**src/rtl/fault_capture_ctrl.sv**
```systemverilog
`default_nettype none
// fault_capture_ctrl: NCH-channel post-fault sample counter with delayed done pulse, capture gating and
// first-fault arbitration. Optional FAULT_TSTAMP_EN adds a per-channel fault acceptance timestamp. Rev 1.0
module fault_capture_ctrl #(
  parameter int NCH        = 4,
  parameter int CW         = 32,
  parameter int DONE_DLY   = 3,
  parameter int AUTO_REARM = 0,
  localparam int IW = (NCH > 1) ? $clog2(NCH) : 1
) (
  input  logic              clk,
  input  logic              reset,
  input  logic              usr_rst,
  input  logic              trig,
  input  logic [NCH-1:0]    fault_trig,
  input  logic [NCH-1:0]    chan_mask,
  input  logic [NCH*CW-1:0] ref_cnt,
  output logic [NCH*CW-1:0] cnt_out,
  output logic [NCH-1:0]    done_pulse,
  output logic [NCH-1:0]    capture_en,
  output logic [NCH-1:0]    fault_latched,
  output logic              first_valid,
  output logic [IW-1:0]     first_id,
  output logic [NCH*CW-1:0] fault_ts
);
  localparam int DW = $clog2(DONE_DLY + 1);

  typedef enum logic [1:0] {IDLE = 2'd0, COUNT = 2'd1, HOLD = 2'd2} state_t;

  state_t                 state [NCH];
  logic [DW-1:0]          dly   [NCH];
  logic [NCH-1:0]         accept;
  logic [NCH-1:0]         match;
  logic [NCH-1:0][CW-1:0] cnt_nxt;
  logic [IW-1:0]          low_id;

  // Descending scan leaves the lowest accepting channel in low_id.
  always_comb begin
    low_id = '0;
    for (int i = NCH - 1; i >= 0; i--) begin
      accept[i]  = (state[i] == IDLE) && fault_trig[i] && chan_mask[i];
      match[i]   = (state[i] == COUNT) && (cnt_out[i*CW +: CW] >= ref_cnt[i*CW +: CW]);
      cnt_nxt[i] = cnt_out[i*CW +: CW] + CW'(trig && !match[i]);
      if (accept[i]) low_id = IW'(i);
    end
  end

  always_ff @(posedge clk or negedge reset) begin
    if (!reset) begin
      for (int i = 0; i < NCH; i++) begin
        state[i] <= IDLE;
        dly[i]   <= '0;
      end
      cnt_out       <= '0;
      done_pulse    <= '0;
      capture_en    <= '1;
      fault_latched <= '0;
      first_valid   <= 1'b0;
      first_id      <= '0;
    end else if (usr_rst) begin
      for (int i = 0; i < NCH; i++) begin
        state[i] <= IDLE;
        dly[i]   <= '0;
      end
      cnt_out       <= '0;
      done_pulse    <= '0;
      capture_en    <= '1;
      fault_latched <= '0;
      first_valid   <= 1'b0;
      first_id      <= '0;
    end else begin
      if (!first_valid && (accept != '0)) begin
        first_valid <= 1'b1;
        first_id    <= low_id;
      end
      for (int i = 0; i < NCH; i++) begin
        done_pulse[i] <= 1'b0;
        case (state[i])
          IDLE: begin
            capture_en[i] <= 1'b1;
            if (accept[i]) begin
              state[i]         <= COUNT;
              fault_latched[i] <= 1'b1;
            end
          end
          COUNT: begin
            // The first edge that sees match counts as one of the DONE_DLY edges.
            if (match[i]) begin
              state[i] <= HOLD;
              if (DONE_DLY == 1) done_pulse[i] <= 1'b1;
              else               dly[i]        <= DW'(DONE_DLY - 1);
            end else begin
              cnt_out[i*CW +: CW] <= cnt_nxt[i];
            end
          end
          HOLD: begin
            if (dly[i] == DW'(1)) done_pulse[i] <= 1'b1;
            if (dly[i] != '0)     dly[i]        <= dly[i] - DW'(1);
            if (done_pulse[i]) begin
              capture_en[i] <= 1'b0;
              if (AUTO_REARM != 0) begin
                state[i]            <= IDLE;
                cnt_out[i*CW +: CW] <= '0;
              end
            end
          end
          default: state[i] <= IDLE;
        endcase
      end
    end
  end

`ifdef FAULT_TSTAMP_EN
  logic [CW-1:0] ts;

  always_ff @(posedge clk or negedge reset) begin
    if (!reset) begin
      ts       <= '0;
      fault_ts <= '0;
    end else if (usr_rst) begin
      ts       <= '0;
      fault_ts <= '0;
    end else begin
      ts <= ts + CW'(1);
      for (int i = 0; i < NCH; i++)
        if (accept[i]) fault_ts[i*CW +: CW] <= ts;
    end
  end
`else
  assign fault_ts = '0;
`endif

endmodule
`default_nettype wire
```
**config.mk**
```make
export PLATFORM = sky130hd
export DESIGN_NAME = fault_capture_ctrl
export DESIGN_NICKNAME = d
export VERILOG_FILES = /design/src/rtl/fault_capture_ctrl.sv
export SDC_FILE = /design/constraint.sdc
export NUM_CORES = 1
export LEC_CHECK = 0
export ABC_CLOCK_PERIOD_IN_PS = 5100
export CAP_MARGIN = 20
export CELL_PAD_IN_SITES_DETAIL_PLACEMENT = 0
export CELL_PAD_IN_SITES_GLOBAL_PLACEMENT = 1
export CORE_MARGIN = 1
export CORE_UTILIZATION = 34
export CTS_CLUSTER_SIZE = 12
export DETAILED_ROUTE_END_ITERATION = 6
export GPL_TIMING_DRIVEN = 0
export PLACE_DENSITY = 0.82
export RECOVER_POWER = 100
export SLEW_MARGIN = 20
export SYNTH_ARGS = -nofsm -noshare
export SYNTH_HDL_FRONTEND = slang
export SYNTH_SLANG_ARGS = --single-unit
```
**constraint.sdc**
```tcl
create_clock -name clk -period 5.1 [get_ports clk]
set_input_delay 0.51 -clock clk [delete_from_list [all_inputs] [get_ports clk]]
set_output_delay 0.51 -clock clk [all_outputs]
set_load 0.005 [all_outputs]
```
==> results.txt <==
RD Place Congestion -> 0.813
CTS tree -> done
DRC violations left -> 0
Worst IR Drop VDD -> 213 µV
Hold Vio Cnt, Final -> 0
Internal -> 0.00217 W
Seq/Total Area, Yosys -> 31.5%
diode count -> 0
Post-synth EDFFs -> 0
H-tree Lvls -> 4
first-iteration detailed-routing DRC count -> 506
Mapped Avg Cell Area -> 8.38 µm²
IO Pins -> 411
P&R area growth vs syn -> 35.4%
routed length per instance -> 15.7 µm
grt total ovfl -> 0
Max FO, Critical Path -> 10
post-layout net count -> 2223
IO buf count -> 282
Cell Rows -> 70
Data required, critical path -> 5410 ps
post-route insts no fill -> 2420
period utilization -> 93.6%
largest family of logic cells by synthesized area -> simple AND/OR/NAND/NOR gates
Sw Share -> 26.6%
Gate power share -> 14.3%
CTS buffer count -> 17
minimum clock period -> 4780 ps
slew margin rel. -> -174%
register bit total from synthesis -> 159
clock network power share -> 42.5%
Leakage -> 8.46 nW
PD cells -> 173 nW/µm²
Clock Skews -> 14.4 ps
core area -> 36600 µm²
mux cell area share after synthesis -> 2.12%
status -> complete, but fails checks
Final setup viols -> 0
transition time of the tightest slew-check pin -> 4100 ps
final setup margin -> 324 ps
chip width -> 195 µm
largest net degree at the start of global routing -> 82
largest area contributor in the netlist -> dfrtp_1
total wire length -> 38.0 mm
R2R Path End -> cnt_out[90]
Sink Count -> 159
post-synthesis adder-cell area fraction -> 14.2%
initial core utilization -> 34.6%
Ys Warns -> 0
FMAX -> 209 MHz
via count -> 12.1k
R2R cell count -> 16
Vias/cell -> 4.98
Detail Route Antenna Nets -> 0
max cap viols -> 1
number of global-route vias before repair -> 11.7k
failing checks -> max-capacitance violations, max-slew violations
most common cell in the netlist -> inv_1
Setup WS pre-CTS -> -504 ps
hold crit path type -> register to register
number of cells after detailed placement -> 2389
crit path kind -> input pin to register
Power Total -> 0.00296 W
Crit Reg-Reg Startpoint -> cnt_out[64]
Clock Path Buffers -> 2
Compound-Gate Fraction of Synth Area -> 14.8%
max-slew violation count -> 81
RSZ-0062 raised after global routing -> no
Setup crit start -> ref_cnt[64]
met2 GRT Util -> 33.5%
layout cells sized above 1 -> 10.9%
TNS Setup -> 0 ps
Synth area leaders -> dfrtp_1 (31%), ha_1 (14%), buf_4 (7.6%), a21oi_1 (5.4%), inv_1 (5.2%)
Worst-path clk slew -> 60 ps
ys flop type -> dfrtp_1
hold depth -> 2
Worst Setup EP -> cnt_out[90]
Die Area -> 38000 µm²
Die Span Y -> 195 µm
synth cell count leaders -> inv_1 (176), dfrtp_1 (155), ha_1 (144)
first-pass GRT wire length -> 61.2 mm
Worst-Skew Late Latency -> 430 ps
Netlist cell types -> 62
met1 Use GR -> 25.7%
GRT met3 Usage -> 4.18%
Final HPWL DP -> 29.4 mm
DR pass1 iterations -> 5
total track usage -> 19.9%
arrival time of the worst setup path -> 5090 ps
Synth async-reset ratio -> 100%
Simple-Gate Fraction of Synth Area -> 21.7%
initial antenna violation count -> 1
post-synthesis xor/xnor area fraction -> 1.45%
post-synth top area share -> 30.6%
NetSw -> 0.000788 W
busiest grt layer -> met2
CP startpoint kind -> input pin
crit end category -> register
sequential power share -> 43.1%
Mapped Cells -> 1511
Reg2Reg Setup Slack -> 380 ps
synthesized area -> 12700 µm²
Root Buffer -> clkbuf_16
-- cells by family after synthesis --
group,Yosys count
AND/OR/NAND/NOR,508
buffers and inverters,350
AO/OA/AOI/OAI,304
flip-flops,159
adder cells (fa/ha/maj),144
multiplexers,24
XOR/XNOR,21
other,1
-- critical path: stages --
cell             delay [ps]
clkdlybuf4s50_1         410
ha_1                    280
nand2b_1                140
a2111oi_0               530
nor4b_1                 180
o31a_1                  330
o311ai_0                650
and2_1                  220
ha_1                    180
ha_1                    180
and2_1                  120
buf_1                   380
and2_0                  380
and4_1                  260
a21oi_1                  70
a31o_2                  230
-- sequential cells by signal, indices dropped and copies added (netlist names) --
name           cells
capture_en         4
cnt_out          128
first_id           2
fault_latched      4
first_valid        1
done_pulse         4
dly                8
state              8
-- through the flow --
step	area, µm²	utilization (%)	hold WS [ps]
3_3_place_gp	16500	45.2	484
5_1_grt	17100	46.8	520
2_1_floorplan	13100	-	214
3_5_place_dp	16600	45.3	500
6_report	17100	46.8	496
4_1_cts	17100	46.8	80.9
-- worst min path at each step --
stage                startpoint               end  slack (ps)
5_1_grt        fault_latched[0]  fault_latched[0]         520
3_5_place_dp   fault_latched[2]  fault_latched[2]         500
3_3_place_gp   fault_latched[0]  fault_latched[0]         480
6_report       fault_latched[0]  fault_latched[0]         500
2_1_floorplan             reset        cnt_out[0]         210
4_1_cts                   reset       cnt_out[83]          80
-- final cells by class --
type / instances / area [µm²]
sequential: 159 / 3980
timing repair buffer: 283 / 2850
buffer: 173 / 1130
inverter: 176 / 661
tap: 468 / 586
fill: 3586 / 19500
clock inverter: 13 / 130
multi-input combinational: 1129 / 7370
clock buffer: 19 / 433
-- layer usage --
layer	routed length (µm)	share of wire (%)	up-vias
li1	-	-	5955
met1	16800	44	5724
met2	18200	48	343
met3	2260	6.0	37
met4	697	1.8	2
met5	19	0.050	-
-- placed cells by master (no fill, tap or decap), types with 93 or more instances in the layout --
cell type	Yosys	final
clkdlybuf4s50_1	0	135
inv_1	176	176
buf_4	128	128
dlygate4sd3_1	0	146
dfrtp_1	155	155
conb_1	1	128
nand2_1	93	93
ha_1	144	144
nor2_1	93	93
a21oi_1	136	136
-- power by group through the flow --
stage               logic (W)  clock network [W]  registers [W]
floorplan            0.000219                  0        0.00130
global placement     0.000420                  0        0.00130
detailed placement   0.000428                  0        0.00130
CTS                  0.000431            0.00130        0.00128
global route         0.000478            0.00134        0.00128
finish               0.000425            0.00126        0.00128
-- what timing repair did --
action	in CTS	in global routing
setup buffers	0	0
endpoints found under the setup margin	2	17
pin swaps	0	0
hold buffers	0	0
resized for setup	1	7
Note: power is estimated with default switching activity, not from simulation.
